### config.mk
export PLATFORM = sky130hd
export DESIGN_NAME = weight_load_ctrl
export DESIGN_NICKNAME = d
export VERILOG_FILES = /design/src/rtl/weight_load_ctrl.sv
export SDC_FILE = /design/constraint.sdc
export NUM_CORES = 1
export LEC_CHECK = 0
export CORE_AREA = 5 5 229 231
export CTS_BUF_LIST = sky130_fd_sc_hd__clkbuf_4 sky130_fd_sc_hd__clkbuf_8 sky130_fd_sc_hd__clkbuf_16
export DETAILED_ROUTE_END_ITERATION = 6
export DIE_AREA = 0 0 234 236
export PLACE_DENSITY = 0.65
export SETUP_SLACK_MARGIN = 0.15
export SLEW_MARGIN = 20
export SYNTH_ARGS = -nofsm -noshare
export SYNTH_HDL_FRONTEND = slang
export SYNTH_SLANG_ARGS = --single-unit
### constraint.sdc
create_clock -name clk -period 26.4 [get_ports clk]
set_input_delay 5.28 -clock clk [delete_from_list [all_inputs] [get_ports clk]]
set_output_delay 5.28 -clock clk [all_outputs]
set_load 0.02 [all_outputs]
### src/rtl/weight_load_ctrl.sv
// weight_load_ctrl: streams DDR beats into banked weight buffers, GRP_W banks per beat, row by row.
// Optional WLOAD_BYTE_SWAP_EN reverses byte order within each DATA_LEN lane of the write data.
module weight_load_ctrl #(
  parameter int BUFFER_NUM   = 32,
  parameter int DATA_LEN     = 64,
  parameter int DDR_DATA_LEN = 256,
  parameter int ADDR_LEN     = 16
) (
  input  logic                    clk,
  input  logic                    rst,
  input  logic                    start,
  input  logic [ADDR_LEN-1:0]     cfg_base_addr,
  input  logic [ADDR_LEN-1:0]     cfg_rows,
  input  logic [DDR_DATA_LEN-1:0] s_data,
  input  logic                    s_valid,
  output logic                    s_ready,
  output logic [DDR_DATA_LEN-1:0] data_wr,
  output logic [ADDR_LEN-1:0]     wr_addr,
  output logic [BUFFER_NUM-1:0]   wr_en,
  output logic                    busy,
  output logic                    done
);
  localparam int GRP_W  = DDR_DATA_LEN / DATA_LEN;
  localparam int GROUPS = BUFFER_NUM / GRP_W;
  localparam int GCW    = GROUPS > 1 ? $clog2(GROUPS) : 1;
  localparam int NB     = DATA_LEN / 8;
  localparam logic [BUFFER_NUM-1:0] GRP_MASK = BUFFER_NUM'({GRP_W{1'b1}});
  typedef enum logic [1:0] {IDLE, LOAD, DONE} state_t;
  state_t state, state_nx;
  logic [ADDR_LEN-1:0] base, rows, row_cnt;
  logic [GCW-1:0] grp_cnt;
  logic accept, grp_last, last;
  logic [DDR_DATA_LEN-1:0] s_data_fmt;
  assign accept   = s_valid && s_ready;
  assign grp_last = grp_cnt == GCW'(GROUPS - 1);
  assign last     = accept && grp_last && row_cnt == rows - 1'b1;
`ifdef WLOAD_BYTE_SWAP_EN
  always_comb begin
    s_data_fmt = s_data;
    for (int l = 0; l < GRP_W; l++)
      for (int b = 0; b < NB; b++)
        s_data_fmt[l*DATA_LEN + b*8 +: 8] = s_data[l*DATA_LEN + (NB-1-b)*8 +: 8];
  end
`else
  assign s_data_fmt = s_data;
`endif
  always_ff @(posedge clk or posedge rst)
    if (rst) state <= IDLE;
    else     state <= state_nx;
  always_comb begin
    state_nx = state;
    case (state)
      IDLE:    state_nx = !start ? IDLE : (cfg_rows == '0 ? DONE : LOAD);
      LOAD:    state_nx = last ? DONE : LOAD;
      default: state_nx = IDLE;
    endcase
  end
  always_comb begin
    s_ready = state == LOAD;
    busy    = state != IDLE;
    done    = state == DONE;
  end
  // Write outputs are registered: each accepted beat appears on the bank ports one cycle later.
  always_ff @(posedge clk or posedge rst)
    if (rst) begin
      base    <= '0;
      rows    <= '0;
      row_cnt <= '0;
      grp_cnt <= '0;
      data_wr <= '0;
      wr_addr <= '0;
      wr_en   <= '0;
    end else begin
      if (state == IDLE && start && cfg_rows != '0) begin
        base    <= cfg_base_addr;
        rows    <= cfg_rows;
        row_cnt <= '0;
        grp_cnt <= '0;
      end
      if (accept) begin
        grp_cnt <= grp_last ? '0 : grp_cnt + 1'b1;
        row_cnt <= grp_last ? row_cnt + 1'b1 : row_cnt;
        data_wr <= s_data_fmt;
        wr_addr <= base + row_cnt;
      end
      wr_en <= accept ? GRP_MASK << (GRP_W * int'(grp_cnt)) : '0;
    end
endmodule

==> summary.md <==
| Metric | Value |
|---|---|
| Register area share after synthesis | 0.5889 |
| HP Start | data_wr[105] |
| Post-CTS Setup Repair Bufs | 0 |
| Ranking of synthesized cells by area | dfrtp_1 (59%), nand2_1 (24%), ha_1 (2.0%) |
| Mapped cell area | 14150 um2 |
| DPL Wire Length | 36870 um |
| Crit. End Element | asynchronous set/reset pin |
| Total gr overflow | 0 |
| Register bit total from synthesis | 333 |
| Sequential power share | 0.409 |
| Critical Path AT | 8240 ps |
| Clk pin slew, worst setup/hold paths | 60 ps |
| CTS tree | yes |
| Most common cell after layout, fill and taps aside | nand2_1 |
| Syn avg cell area | 8.703 um2 |
| Final #Nets | 2486 |
| DR pass1 iterations | 5 |
| Most frequent cells in the layout | nand2_1 (898), clkdlybuf4s50_1 (598), dfrtp_1 (333) |
| Period utilization | 0.2918 |
| P_sw | 403.3 uW |
| Clk network pwr share | 0.388 |
| Global Route Usage Sum | 0.1700 |
| Area Overhead vs Synth | 54.89% |
| CORE AREA | 49860 um2 |
| Top-level port count | 599 |
| Chip Height | 236 um |
| Leakage power | 0.01052 uW |
| Post-CTS Hold Buffers | 0 |
| Root buffer selected by CTS | clkbuf_16 |
| DRC Markers | 0 |
| 1st-iter DRT viols | 745 |
| Gpl congestion | 0.8708 |
| # resized after CTS | 0 |
| FF-to-FF path depth | 9 |
| Die W | 234 um |
| Site Rows | 82 |
| CP Data Required Time | 26930 ps |
| Worst Setup SP | rst |
| Hold Crit Class | flip-flop to flip-flop |
| Comb power frac | 0.203 |
| Pwr dens | 65.33 nW/um2 |
| Setup TNS | 0 ps |
| Port-buffer cells | 598 |
| Final worst slack | 18700 ps |
| Rel. slew slack | 0.2644 |
| Status | completed |
| Worst-margin pin slew | 1101 ps |
| Final ANT Viol Nets | 0 |
| Via/cell ratio | 4.438 |
| Initial antenna violation count | 2 |
| First-pass GRT wire length | 74490 um |
| Drt wl/cell | 17.28 um |
| Largest net degree at the start of global routing | 119 |
| Setup repair after global routing missed its margin | false |
| Die area | 55220 um2 |
| Worst IR Drop VDD | 0.04927 mV |
| Endpoints failing setup | 0 |
| Mapped Cells | 1626 |
| Async SR Flop Fraction | 1.000 |
| Final Hold Viols | 0 |
| Syn_nets | 1942 |
| Layout cells sized above 1 | 0.04095 |
| Max-cap violations | 0 |
| Total CTS buffers | 39 |
| Hold Path Depth | 2 |
| Worst skew pair latency | 540 ps |
| Fmax | 129.8 MHz |
| Final Max Tran Viols | 0 |
| Leading area contributor after synthesis | dfrtp_1 |
| Synth warn | 0 |
| Clock buffer depth | 3 |
| Crit path time final | 7704 ps |
| DP Worst Slack | 17950 ps |
| DR vias | 12.75k |
| Starting Density | 0.2838 |
| Number of global-route vias before repair | 12.73k |
| Hold WS | 472.8 ps |
| Sink Count | 333 |
| Sw Ratio | 0.2817 |
| Crit start category | input pin |
| Final Util | 0.4396 |
| CP Max Fanout | 118 |
| Post-Route WL | 49640 um |
| Synth top area share | 0.5889 |
| RR Startpoint | state[1] |
| H-tree depth | 2 |
| Setup Skew | 11.95 ps |
| Int Power | 1029 uW |
| Ys flop type | dfrtp_1 |
| Crit Path Class | input pin to asynchronous set/reset pin |
| Distinct cells, synth | 55 |
| Post-synth EDFFs | 0 |
[layer usage]
metal / up-vias / track usage / wire, um
met5: - / 0 / 0
met4: 0 / 0.05286 / 1388
met3: 78 / 0.04979 / 4492
met2: 484 / 0.2917 / 24100
met1: 6004 / 0.2057 / 19650
li1: 6180 / - / -
[registers in the layout, indices dropped and copies added, names as in the netlist]
signal   cells
base        16
data_wr    256
grp_cnt      3
row_cnt     16
rows        16
state        2
wr_addr     16
wr_en        8
[power groups by stage]
| stage | logic, uW | registers, uW | clock network, uW |
|---|---|---|---|
| finish | 291 | 586 | 555 |
| floorplan | 85.3 | 639 | 0 |
| global placement | 291 | 592 | 0 |
| CTS | 296 | 586 | 574 |
| global route | 313 | 592 | 591 |
| detailed placement | 294 | 594 | 0 |
[worst max-delay path, cell delays in order]
cell	delay, ps
clkdlybuf4s50_1	500
inv_8	620
buf_4	870
buf_4	880
[final timing paths]
path,to,slack [ps]
max in group clk,state[0],18780
min in group asynchronous,data_wr[194],5340
max,data_wr[81],18700
min reg2reg,data_wr[105],470
max reg2reg,state[0],23140
min,data_wr[105],470
[logic make-up (layout without fill, tap and decap cells)]
kind of cell / count (synthesis) / after routing / synth area share
simple gates: 997 / 997 / 0.2787
compound gates: 104 / 104 / 0.04669
other cells: 0 / 2 / 0
mux: 1 / 1 / 0.0007074
flops: 333 / 333 / 0.5889
fa+ha+maj: 24 / 24 / 0.02175
buf+inv: 132 / 704 / 0.04164
xor+xnor: 35 / 35 / 0.02166
[area by class of cell]
type,instances,area [um2]
fillers,4859,27940
well taps,672,840.8
clock inverters,21,236.5
repair buffers,608,6061
inverters,27,108.9
diodes,2,5.005
multi-input cells,1161,5246
flip-flops and latches,333,8333
clock buffers,48,1087
[synth_stat cells, drive strengths merged (4+ instances only)]
cell and number:
nor2b 4, buf 32, or3 5, nor4 7
nor2 18, o31ai 5, a211oi 4, o21bai 4
or4 4, a21oi 14, nor3 9, nand4 9
xor2 19, xnor2 16, dfrtp 333, and3 12
o21ai 43, nand2 899, inv 27, ha 23
clkbuf 73, a31oi 5, nand3 13
[stage by stage]
step | cells | instance area (um2) | total power (uW)
4_1_cts | 2870 | 21910 | 1455
3_3_place_gp | 2801 | 20590 | 883.3
6_report | 2872 | 21920 | 1432
3_5_place_dp | 2801 | 20590 | 888.2
2_1_floorplan | 1626 | 14150 | 723.8
5_1_grt | 2872 | 21920 | 1496
Power figures use the tool's default switching activity.
==> patch (same settings) <==
Encoding of `state_t`: now one-hot (3 bits for 3 states).
--- a/src/rtl/weight_load_ctrl.sv
+++ b/src/rtl/weight_load_ctrl.sv
@@ -25,7 +25,7 @@
   localparam int GCW    = GROUPS > 1 ? $clog2(GROUPS) : 1;
   localparam int NB     = DATA_LEN / 8;
   localparam logic [BUFFER_NUM-1:0] GRP_MASK = BUFFER_NUM'({GRP_W{1'b1}});
-  typedef enum logic [1:0] {IDLE, LOAD, DONE} state_t;
+  typedef enum logic [2:0] {IDLE = 3'b001, LOAD = 3'b010, DONE = 3'b100} state_t;
   state_t state, state_nx;
   logic [ADDR_LEN-1:0] base, rows, row_cnt;
   logic [GCW-1:0] grp_cnt;
Check against the original RTL: no difference found for any inputs over 4 cycles, from zero or initial values and one cycle with rst high; so few cycles prove little.
==> patch against the original RTL <==
- routed wire length barely moved
- final area barely moved
- area after synthesis rose by 0.27%
- utilization barely moved
- via count fell by 1.3%
- global-route usage rose by 0.12 points
- sequential cell count rose by 1
- die area did not move
- worst setup slack got worse by 0.61 ns
Power is not compared: it rests on default switching activity, and its combinational part moved more than twofold at a synthesized area within 25%.
==> patch: results <==
[placed_design]
dp.cells = 2732
dp_slack_ns = 17.51

[synth]
mappedNetlistNets = 1870
yosysSeqAreaShare = 0.589
ys_types = 63
synth.area.top_cells = dfrtp_1 (59%), nand2_1 (22%), mux2_2 (2.5%)
yosys-top-cells-count = nand2_1 (813), dfrtp_1 (333), clkbuf_1 (67), o21ai_0 (36), mux2_2 (32)

[worst_setup_path]
cp_max_fo = 97
worst-r2r-cell-count = 6
r2r-start = state[2]
arrival_ns = 8.78
startpoint = s_valid
rrSetupSlack_ns = 22.39

[final_layout]
fillCellCount = 4884
nets = 2418
stdcell_count = 2804

[pwr]
p_total_mw = 2.52

[global_route]
grt_pass1_wl_mm = 75.0

[drt]
via_per_inst = 4.48
totalWireLength_mm = 49.7
drt_iter0_markers = 700

[min_path]
min_to = data_wr[227]

[clock_network]
numCtsBuffers = 40

[run_status]
status = finished, final reports clean

[sta]
worstMarginPinSlew_ns = 1.01
[patch: per-layer routing]
metal | wire length (µm) | up-vias | global-route usage
li1 | - | 6014 | -
met1 | 19600 | 6058 | 0.206
met2 | 24200 | 431 | 0.290
met3 | 4550 | 71 | 0.0588
met4 | 1350 | 0 | 0.0513
met5 | 0 | - | 0
[patch: final cells by class]
class	instances	share of cell area
Inverter	14	0.00274
Timing Repair Buffer	605	0.276
Multi-Input combinational cell	1107	0.242
Clock buffer	59	0.0547
Tap cell	672	0.0384
Antenna cell	2	0.000228
Sequential cell	334	0.381
Clock inverter	11	0.00445
[patch: worst max path at each step]
stage | to | slack (ns)
after global placement | data_wr[217] | 17.67
final | data_wr[197] | 18.09
after floorplan | base[0] | 11.87
after global routing | data_wr[208] | 17.85
after CTS | data_wr[197] | 18.09
after detailed placement | data_wr[197] | 17.51
[patch: critical path: stages]
cell	delay (ns)
clkdlybuf4s50_1	0.60
and2_4	0.79
buf_4	0.83
buf_4	0.89
nand2_1	0.15
nand2_1	0.10
[patch: kinds of logic after synthesis]
group | Yosys count | share of synthesized area
buffers and inverters | 113 | 0.0379
adders and majority gates | 24 | 0.0217
muxes | 34 | 0.0268
xor gates and xnor gates | 34 | 0.0210
and+or+nand+nor | 918 | 0.262
AOI/OAI and AO/OA | 97 | 0.0419
DFF | 334 | 0.589
[patch: per-stage QoR]
| stage | util | area, µm² | hold WS, ns |
|---|---|---|---|
| detailed placement | 0.413 | 20600 | 0.461 |
| global placement | 0.413 | 20600 | 0.456 |
| finish | 0.440 | 21900 | 0.470 |
| floorplan | - | 14200 | 0.486 |
| CTS | 0.439 | 21900 | 0.474 |
| global route | 0.440 | 21900 | 0.484 |
